[config.mk]
export PLATFORM = sky130hd
export DESIGN_NAME = image_mem_arbiter
export DESIGN_NICKNAME = d
export VERILOG_FILES = /design/src/rtl/gpu_mem_pkg.sv /design/src/rtl/image_mem_arbiter_rr_pick.sv /design/src/rtl/image_mem_arbiter.sv
export SDC_FILE = /design/constraint.sdc
export NUM_CORES = 1
export LEC_CHECK = 0
export ABC_AREA = 0
export BUFFER_PORTS_ARGS = -buffer_cell sky130_fd_sc_hd__buf_2
export CAP_MARGIN = 20
export CELL_PAD_IN_SITES_DETAIL_PLACEMENT = 0
export CELL_PAD_IN_SITES_GLOBAL_PLACEMENT = 1
export CORE_AREA = 5 5 178 180
export DETAILED_ROUTE_END_ITERATION = 8
export DIE_AREA = 0 0 183 185
export GPL_TIMING_DRIVEN = 0
export MAX_ROUTING_LAYER = met4
export PLACE_DENSITY = 0.67
export SYNTH_ARGS = -nofsm -noshare
export SYNTH_HDL_FRONTEND = slang
export SYNTH_SLANG_ARGS = --single-unit
[constraint.sdc]
create_clock -name CLK -period 5.8 [get_ports CLK]
set_clock_uncertainty 0.2 [all_clocks]
set_input_delay 1.16 -clock CLK [delete_from_list [all_inputs] [get_ports CLK]]
set_output_delay 1.16 -clock CLK [all_outputs]
set_load 0.01 [all_outputs]
[src/rtl/gpu_mem_pkg.sv]
// Shared types and constants for the image memory arbiter.
//   LANES / AW / DW : geometry of the 3-lane image RAM
//   lane_addr_t     : one address per lane
//   lane_data_t     : one data word per lane
//   req_id_t        : requester index, wide enough for up to 4 requesters
//   arb_state_e     : arbiter FSM states
//   wrap_inc        : round-robin pointer increment modulo the requester count
package gpu_mem_pkg;

    localparam int LANES = 3;
    localparam int AW    = 10;
    localparam int DW    = 18;
    localparam int ID_W  = 2;

    typedef logic [LANES-1:0][AW-1:0] lane_addr_t;
    typedef logic [LANES-1:0][DW-1:0] lane_data_t;
    typedef logic [ID_W-1:0]          req_id_t;

    typedef enum logic {
        ARB    = 1'b0,
        LOCKED = 1'b1
    } arb_state_e;

    function automatic req_id_t wrap_inc(input req_id_t id, input int n);
        req_id_t r;
        if (int'(id) + 1 >= n) begin
            r = '0;
        end else begin
            r = id + req_id_t'(1);
        end
        return r;
    endfunction

endpackage

[src/rtl/image_mem_arbiter_rr_pick.sv]
// Combinational round-robin picker.
//   req : request vector
//   ptr : highest-priority requester this cycle
//   gnt : one-hot winner (zero when nobody requests)
//   id  : index of the winner
//   any : at least one request present
module rr_pick
    import gpu_mem_pkg::*;
#(
    parameter int NREQ = 3
) (
    input  logic [NREQ-1:0] req,
    input  req_id_t         ptr,
    output logic [NREQ-1:0] gnt,
    output req_id_t         id,
    output logic            any
);

    always_comb begin
        int idx;
        idx = 0;
        gnt = '0;
        id  = '0;
        any = 1'b0;
        // Scan ptr, ptr+1, ... and keep only the first hit.
        for (int k = 0; k < NREQ; k++) begin
            idx = (int'(ptr) + k) % NREQ;
            if (!any && req[idx]) begin
                any      = 1'b1;
                gnt[idx] = 1'b1;
                id       = req_id_t'(idx);
            end
        end
    end

endmodule

[src/rtl/image_mem_arbiter.sv]
// Arbiter sharing the 3-lane image RAM between NREQ requesters
// (0 = filterGPU core, 1 = image loader, 2 = display reader).
//   CLK, RST        : clock, asynchronous active-low reset
//   req/lock/we     : per-requester request, locked-burst request, write flag
//   addr/wdata      : per-requester lane addresses and write data
//   gnt             : one-hot beat accepted this cycle (combinational)
//   rvalid/rdata    : read response, rvalid[i] MEM_LAT cycles after the grant
//   gpu_stall       : core is requesting but not granted
//   mem_*           : RAM port, driven by the winner (zero when idle)
//
// Handshake: a beat transfers in any cycle where req[i] and gnt[i] are both
// high; requesters hold addr/wdata/we stable until granted and may drop req
// before a grant without side effects.
module image_mem_arbiter
    import gpu_mem_pkg::*;
#(
    parameter int NREQ      = 3,
    parameter int MEM_LAT   = 1,
    parameter int MAX_BURST = 16
) (
    input  logic                              CLK,
    input  logic                              RST,
    input  logic [NREQ-1:0]                   req,
    input  logic [NREQ-1:0]                   lock,
    input  logic [NREQ-1:0]                   we,
    input  logic [NREQ-1:0][LANES-1:0][AW-1:0] addr,
    input  logic [NREQ-1:0][LANES-1:0][DW-1:0] wdata,
    output logic [NREQ-1:0]                   gnt,
    output logic [NREQ-1:0]                   rvalid,
    output logic [LANES-1:0][DW-1:0]          rdata,
    output logic                              gpu_stall,
    output logic                              mem_we,
    output logic [LANES-1:0][AW-1:0]          mem_addr,
    output logic [LANES-1:0][DW-1:0]          mem_wdata,
    input  logic [LANES-1:0][DW-1:0]          mem_rdata
);

    localparam int CW = $clog2(MAX_BURST + 1);

    arb_state_e    state_q, state_d;
    req_id_t       ptr_q, ptr_d;
    req_id_t       owner_q, owner_d;
    logic [CW-1:0] burst_cnt_q, burst_cnt_d;

    logic [MEM_LAT-1:0]          pipe_vld_q, pipe_vld_d;
    req_id_t [MEM_LAT-1:0]       pipe_id_q, pipe_id_d;

    logic [NREQ-1:0] pick_gnt;
    req_id_t         pick_id;
    logic            pick_any;

    logic [NREQ-1:0] gnt_raw;
    req_id_t         win_id;
    logic            beat;

    rr_pick #(.NREQ(NREQ)) u_pick (
        .req (req),
        .ptr (ptr_q),
        .gnt (pick_gnt),
        .id  (pick_id),
        .any (pick_any)
    );

    // Grant selection: round-robin in ARB, owner-only in LOCKED.
    always_comb begin
        gnt_raw = '0;
        win_id  = '0;
        if (state_q == ARB) begin
            gnt_raw = pick_gnt;
            win_id  = pick_id;
        end else begin
            gnt_raw[owner_q] = req[owner_q];
            win_id           = owner_q;
        end
    end

    // Outputs are forced quiet while reset is asserted, even though gnt is
    // combinational from req.
    assign gnt       = RST ? gnt_raw : '0;
    assign beat      = |gnt;
    assign gpu_stall = RST & req[0] & ~gnt[0];
    assign mem_we    = beat & we[win_id];
    assign mem_addr  = beat ? addr[win_id]  : '0;
    assign mem_wdata = beat ? wdata[win_id] : '0;
    assign rdata     = mem_rdata;

    // FSM next state.
    always_comb begin
        state_d     = state_q;
        ptr_d       = ptr_q;
        owner_d     = owner_q;
        burst_cnt_d = burst_cnt_q;
        case (state_q)
            ARB: begin
                if (pick_any) begin
                    // A single-beat cap makes a locked request an ordinary beat.
                    if (lock[pick_id] && (MAX_BURST > 1)) begin
                        state_d     = LOCKED;
                        owner_d     = pick_id;
                        burst_cnt_d = CW'(1);
                    end else begin
                        ptr_d = wrap_inc(pick_id, NREQ);
                    end
                end
            end
            LOCKED: begin
                if (req[owner_q] && lock[owner_q]
                    && (int'(burst_cnt_q) + 1 < MAX_BURST)) begin
                    burst_cnt_d = burst_cnt_q + CW'(1);
                end else begin
                    // Last beat, cap reached, or owner went away (bubble).
                    state_d     = ARB;
                    ptr_d       = wrap_inc(owner_q, NREQ);
                    burst_cnt_d = '0;
                end
            end
            default: begin
                state_d     = ARB;
                burst_cnt_d = '0;
            end
        endcase
    end

    // Read-response shift pipe: one stage per cycle of RAM latency.
    always_comb begin
        pipe_vld_d    = pipe_vld_q;
        pipe_id_d     = pipe_id_q;
        pipe_vld_d[0] = beat & ~we[win_id];
        pipe_id_d[0]  = win_id;
        for (int k = 1; k < MEM_LAT; k++) begin
            pipe_vld_d[k] = pipe_vld_q[k-1];
            pipe_id_d[k]  = pipe_id_q[k-1];
        end
    end

    always_comb begin
        rvalid = '0;
        rvalid[pipe_id_q[MEM_LAT-1]] = pipe_vld_q[MEM_LAT-1];
    end

    always_ff @(posedge CLK or negedge RST) begin
        if (!RST) begin
            state_q     <= ARB;
            ptr_q       <= '0;
            owner_q     <= '0;
            burst_cnt_q <= '0;
            pipe_vld_q  <= '0;
            pipe_id_q   <= '0;
        end else begin
            state_q     <= state_d;
            ptr_q       <= ptr_d;
            owner_q     <= owner_d;
            burst_cnt_q <= burst_cnt_d;
            pipe_vld_q  <= pipe_vld_d;
            pipe_id_q   <= pipe_id_d;
        end
    end

endmodule
==> impl_metrics.toml, run 1 <==
[pwr]
ir_drop_v = 0.000181
leakage_uw = 0.00337
power_density_mw_per_mm2 = 638

[sta]
relSlewSlack = 0.417
clock.fmax_mhz = 180
totalNegativeSetupSlack_ns = 0
setup_viol = 0
timing.hold.ws_ns = 0.326
rsz0062_at_grt = "false"
maxSlewViolCount = 0
final-hold-violation-count = 0
fin_crit_sh = 0.960
tightestPinTransition_ns = 0.874
min_period_ns = 5.57

[hold_path]
hold_class = "register to register"

[cts]
cts_sinks = 13
ctsLongestPathBuffers = 2
worstSkewPairLatency_ns = 0.24
cts_max_level = 1
clk_pin_slew_ns = 0.04
numCtsBuffers = 3
cts_tree = "done"
root_buffer = "clkbuf_16"

[grt]
grtUsageMet1 = 0.196
track_usage = 0.161
met2_usage = 0.279
antenna_found_initial = 5
grt.busiest_layer = "met2"
grt.overflow.total = 0
grt_pass1_vias = 6739
use_met3 = 0.0271
grt_pass1_wl_microns = 41000
grt_max_degree = 17

[die]
rows = 64
core_area_sq_mm = 0.0300
ioPinCount = 463
start_util = 0.146
die-area_sq_mm = 0.0339
die_y_microns = 185
die_w_microns = 183

[synthesis]
yosysTopAreaCell = "o32ai_1"
synthTopCellsByArea = "o32ai_1, a211oi_1, and2_1"
synth-async-reset-ratio = 1.00
synth_flop_cell = "dfrtp_1"
synth_nets = 930
synth_top_area_share = 0.168
yosysWarnings = 0
syn_area_per_cell_sq_um = 7.22
yosys_register_bits = 13
netlist_area_sq_mm = 0.00439
ys_seq_area_frac = 0.0741
synthCells = 608
synth-edff-count = 0
yosys.cell_types.count = 60

[route]
drt_drc_violations_left = 0
antenna_violating_nets_post_route = 0
drtPass1Iterations = 6
num_vias = 6619
vias_per_cell = 4.64
drtIter0Drc = 363
wirelength_microns = 29600
wl_per_cell_microns = 20.8

[critical_path]
critPathMaxFanout = 10
arrival_ns = 4.21
endpoint_kind = "output port"
cp-start-kind = "input port"
path_class = "input port to output port"
cp.required_ns = 4.44

[place]
dpl.hpwl_microns = 24500
port_buffers = 408
place.gp.congestion = 0.878

[finish]
layout-drive-gt1-share = 0.502
area_growth_pct = 61.9
nets = 1346

[outcome]
outcome = "complete, no violations"

[flow_run]
drv_cap = 0
==> registers in the layout (all words and copies together) (netlist names) <==
register	cells
burst_cnt_q	5
owner_q	2
pipe_id_q	2
pipe_vld_q	1
ptr_q	2
state_q	1
==> critical path, stage by stage <==
cell and delay (ns):
buf_2 0.10, clkbuf_1 0.22, mux2_4 0.32, a222oi_1 0.31, buf_4 0.18, a2bb2oi_2 0.36
o21ai_1 0.24, clkbuf_4 0.30, buf_2 0.25, o32ai_1 0.47, a211oi_1 0.11, buf_2 0.18
==> cell type report <==
cell class	instances	area (sq um)
flip-flops and latches	13	325
clock buffers	4	78.8
well taps	396	495
diodes	8	20.0
repair buffers	411	2060
inverters	12	45.0
fillers	3447	22900
multi-input cells	457	3350
plain buffers	126	724
==> timing repair <==
action                                 4_1_cts  5_1_grt
gates resized for setup                      4       15
setup buffers                                2        0
endpoints found under the hold margin        0        0
hold buffers                                 0        0
pin swaps                                    1        1
setup endpoints to repair                   64       27
==> report_power, final <==
| group | internal (uW) | total, uW | switching (uW) |
|---|---|---|---|
| Sequential | 129 | 166 | 36.9 |
| Combinational | 1580 | 4230 | 2650 |
| Clock | 92.8 | 132 | 39.1 |
==> metal layers <==
layer | up-vias | share of wire
met2 | 348 | 0.51
met1 | 3123 | 0.41
met5 | - | 0
met4 | 0 | 0.022
met3 | 38 | 0.063
li1 | 3110 | -
==> synthesized netlist by cell type, drive strengths merged, types with 2 or more instances <==
library cell  instances
nor2                  8
mux2                  4
clkbuf               50
nor3                  3
nand3b                4
a2bb2oi               2
a22o                  3
o21ai                 8
o31ai                 2
and3b                 2
and3                  4
mux2i                 6
inv                  12
a211oi               89
buf                  76
dfrtp                13
a221o                 2
nand2                 9
a31oi                 2
o221ai                2
a21oi                 7
nand2b                4
and2                 88
ha                    5
nor2b                85
o22ai                 2
o32ai                84
o211ai                3
nand3                 4
==> stage by stage <==
step	power, uW	area, sq um	setup WS [ns]	utilization	instances
after floorplan	2750	4390	1.10	-	608
after global placement	4350	6930	-0.397	0.231	1412
after detailed placement	4360	6930	-0.322	0.231	1413
after CTS	4550	7050	0.0146	0.235	1419
after global routing	4920	7100	0.0227	0.236	1424
final	4530	7100	0.231	0.237	1427
==> path summary, 6_finish.rpt <==
check	endpoint	start	cells past startpoint	slack (ns)
worst max register to register	pipe_vld_q$_DFF_PN0_	ptr_q[0]$_DFFE_PN0P_	10	2.12
worst min-delay path	burst_cnt_q[4]$_DFFE_PN0P_	burst_cnt_q[4]$_DFFE_PN0P_	1	0.33
worst max-delay path	mem_wdata[31]	req[1]	12	0.23
worst min register to register	burst_cnt_q[4]$_DFFE_PN0P_	burst_cnt_q[4]$_DFFE_PN0P_	1	0.33
min in group asynchronous	burst_cnt_q[2]$_DFFE_PN0P_	RST	1	0.64
max in group asynchronous	burst_cnt_q[1]$_DFFE_PN0P_	RST	1	4.48
==> placed cells by master (no fill, tap or decap), types with 2 or more instances in the layout <==
cell type  instances
a221o_1            2
nor2_1             8
nand2_1            9
clkbuf_2           5
mux2i_1            5
clkbuf_1          46
and3_1             4
o31ai_1            2
a211oi_2           2
nor3_1             3
ha_1               5
o22ai_1            2
buf_4             61
a21oi_1            6
a211oi_1          87
clkbuf_16          3
clkbuf_4           2
diode_2            8
nand3_1            4
o21ai_0            7
nand3b_1           4
mux2_2             3
o221ai_1           2
nor2b_1           85
nand2b_1           4
inv_1             11
and2_1            88
o32ai_1           83
dfrtp_1           13
o211ai_1           3
a31oi_1            2
and3b_1            2
buf_2            424
a22o_1             3
==> cell families after synthesis <==
family,share of synthesized area
xor gates and xnor gates,0.00200
muxes,0.0248
AOI/OAI and AO/OA,0.404
buffers and inverters,0.173
adders and majority gates,0.0143
and+or+nand+nor,0.308
DFF,0.0741
No activity file was read; power rests on OpenSTA's default activity.
==> inputs of run 2 (changes only) <==
Settings changed: RECOVER_POWER set to 25.
==> impl_metrics.toml, run 2 (same netlist as run 1, synthesis figures left out) <==
[outcome]
outcome = "complete, no violations"

[finish]
nets = 1346
layout-drive-gt1-share = 0.472
final_common_cell = "buf_2"
final_cell_mix = "buf_2, and2_1, a211oi_1"
largest-register = "burst_cnt_q"
largest_reg_flops = 5
fin_area_sq_mm = 0.00706
area_growth_pct = 61.0
final_cell_count_no_fill = 1427

[die]
rows = 64
die_w_microns = 183
start_util = 0.146
die-area_sq_mm = 0.0339
die_y_microns = 185
core_area_sq_mm = 0.0300
ioPinCount = 463

[place]
dp_slack_ns = -0.322
place.gp.congestion = 0.878
dpl.hpwl_microns = 24500
place_area_sq_mm = 0.00693
port_buffers = 408
placedCellCount = 1413

[grt]
grt_pass1_vias = 6739
grt.overflow.total = 0
grt_pass1_wl_microns = 41000
track_usage = 0.161
grt_max_degree = 17
antenna_found_initial = 5

[route]
wl_per_cell_microns = 20.8
drtIter0Drc = 357
num_vias = 6608
antenna_violating_nets_post_route = 0
wirelength_microns = 29600
drt_drc_violations_left = 0
vias_per_cell = 4.63
drtPass1Iterations = 5

[sta]
min_period_ns = 5.58
clock.fmax_mhz = 179
tightestPinTransition_ns = 0.981
rsz0062_at_grt = "false"
fin_crit_sh = 0.962
setup_ws_ns = 0.223
maxSlewViolCount = 0
setup_viol = 0
relSlewSlack = 0.346
final-hold-violation-count = 0

[pwr]
fin_total_pwr_uw = 4520
power_density_mw_per_mm2 = 640
ir_drop_v = 0.000181
leakage_uw = 0.00328

[cts]
root_buffer = "clkbuf_16"
cts_tree = "done"
cts_hold_buf = 0
numCtsBuffers = 3
clk_pin_slew_ns = 0.04
ctsLongestPathBuffers = 2
cts_max_level = 1
cts_sinks = 13
worstSkewPairLatency_ns = 0.24

[critical_path]
endpoint_kind = "output port"
arrival_ns = 4.22
cp-start-kind = "input port"
critPathMaxFanout = 10
path_class = "input port to output port"
cp.required_ns = 4.44

[hold_path]
hold_class = "register to register"

[flow_run]
drv_cap = 0
run 2: layout make-up:
cell class | instances | area (sq um)
fill | 3463 | 23000
tap | 396 | 495
antenna | 8 | 20.0
clock buffer | 4 | 78.8
multi-input combinational | 457 | 3350
buffer | 126 | 724
sequential | 13 | 325
timing repair buffer | 411 | 2030
inverter | 12 | 45.0
run 2: repair_timing:
action	4_1_cts	5_1_grt
buffers inserted	2	0
resized for setup	4	15
cloned	0	0
endpoints found under the setup margin	64	27
pin swaps	1	1
run 2: path summary, 6_finish.rpt:
kind                                       startpoint                    endpoint  slack [ns]  cells after the start
setup / recovery                               req[1]               mem_wdata[45]        0.22                     12
hold / removal             burst_cnt_q[4]$_DFFE_PN0P_  burst_cnt_q[4]$_DFFE_PN0P_        0.33                      1
setup reg to reg                 ptr_q[0]$_DFFE_PN0P_        pipe_vld_q$_DFF_PN0_        2.12                     10
hold reg to reg            burst_cnt_q[4]$_DFFE_PN0P_  burst_cnt_q[4]$_DFFE_PN0P_        0.33                      1
max in group asynchronous                         RST  burst_cnt_q[1]$_DFFE_PN0P_        3.94                      1
min in group asynchronous                         RST  burst_cnt_q[2]$_DFFE_PN0P_        0.86                      1
run 2: critical path: stages:
cell and delay, ns:
buf_2 0.10, clkbuf_1 0.21, mux2_4 0.32, a222oi_1 0.31, buf_4 0.18, a2bb2oi_2 0.36
a2bb2oi_4 0.38, buf_4 0.26, buf_4 0.20, o32ai_1 0.10, a211oi_1 0.40, buf_2 0.21
run 2: per-layer routing:
metal / routed length (microns) / GRT usage / vias to the layer above
met5: 0 / - / -
met4: 686 / 0.0384 / 0
met1: 12000 / 0.196 / 3111
met3: 1930 / 0.0271 / 38
met2: 15000 / 0.279 / 351
li1: - / - / 3108
run 2: stage by stage:
stage	hold WS, ns	setup TNS (ns)	util
4_1_cts	0.323	0	0.235
2_1_floorplan	0.270	0	-
5_1_grt	0.337	0	0.235
3_3_place_gp	0.299	-9.36	0.231
6_report	0.326	0	0.235
3_5_place_dp	0.305	-7.00	0.231
run 2: power by group:
part | total [uW] | leakage, uW | switching (uW) | internal [uW]
registers | 166 | 0.000167 | 37.0 | 129
clock network | 131 | 0.0000382 | 38.7 | 92.8
logic | 4230 | 0.00307 | 2650 | 1570
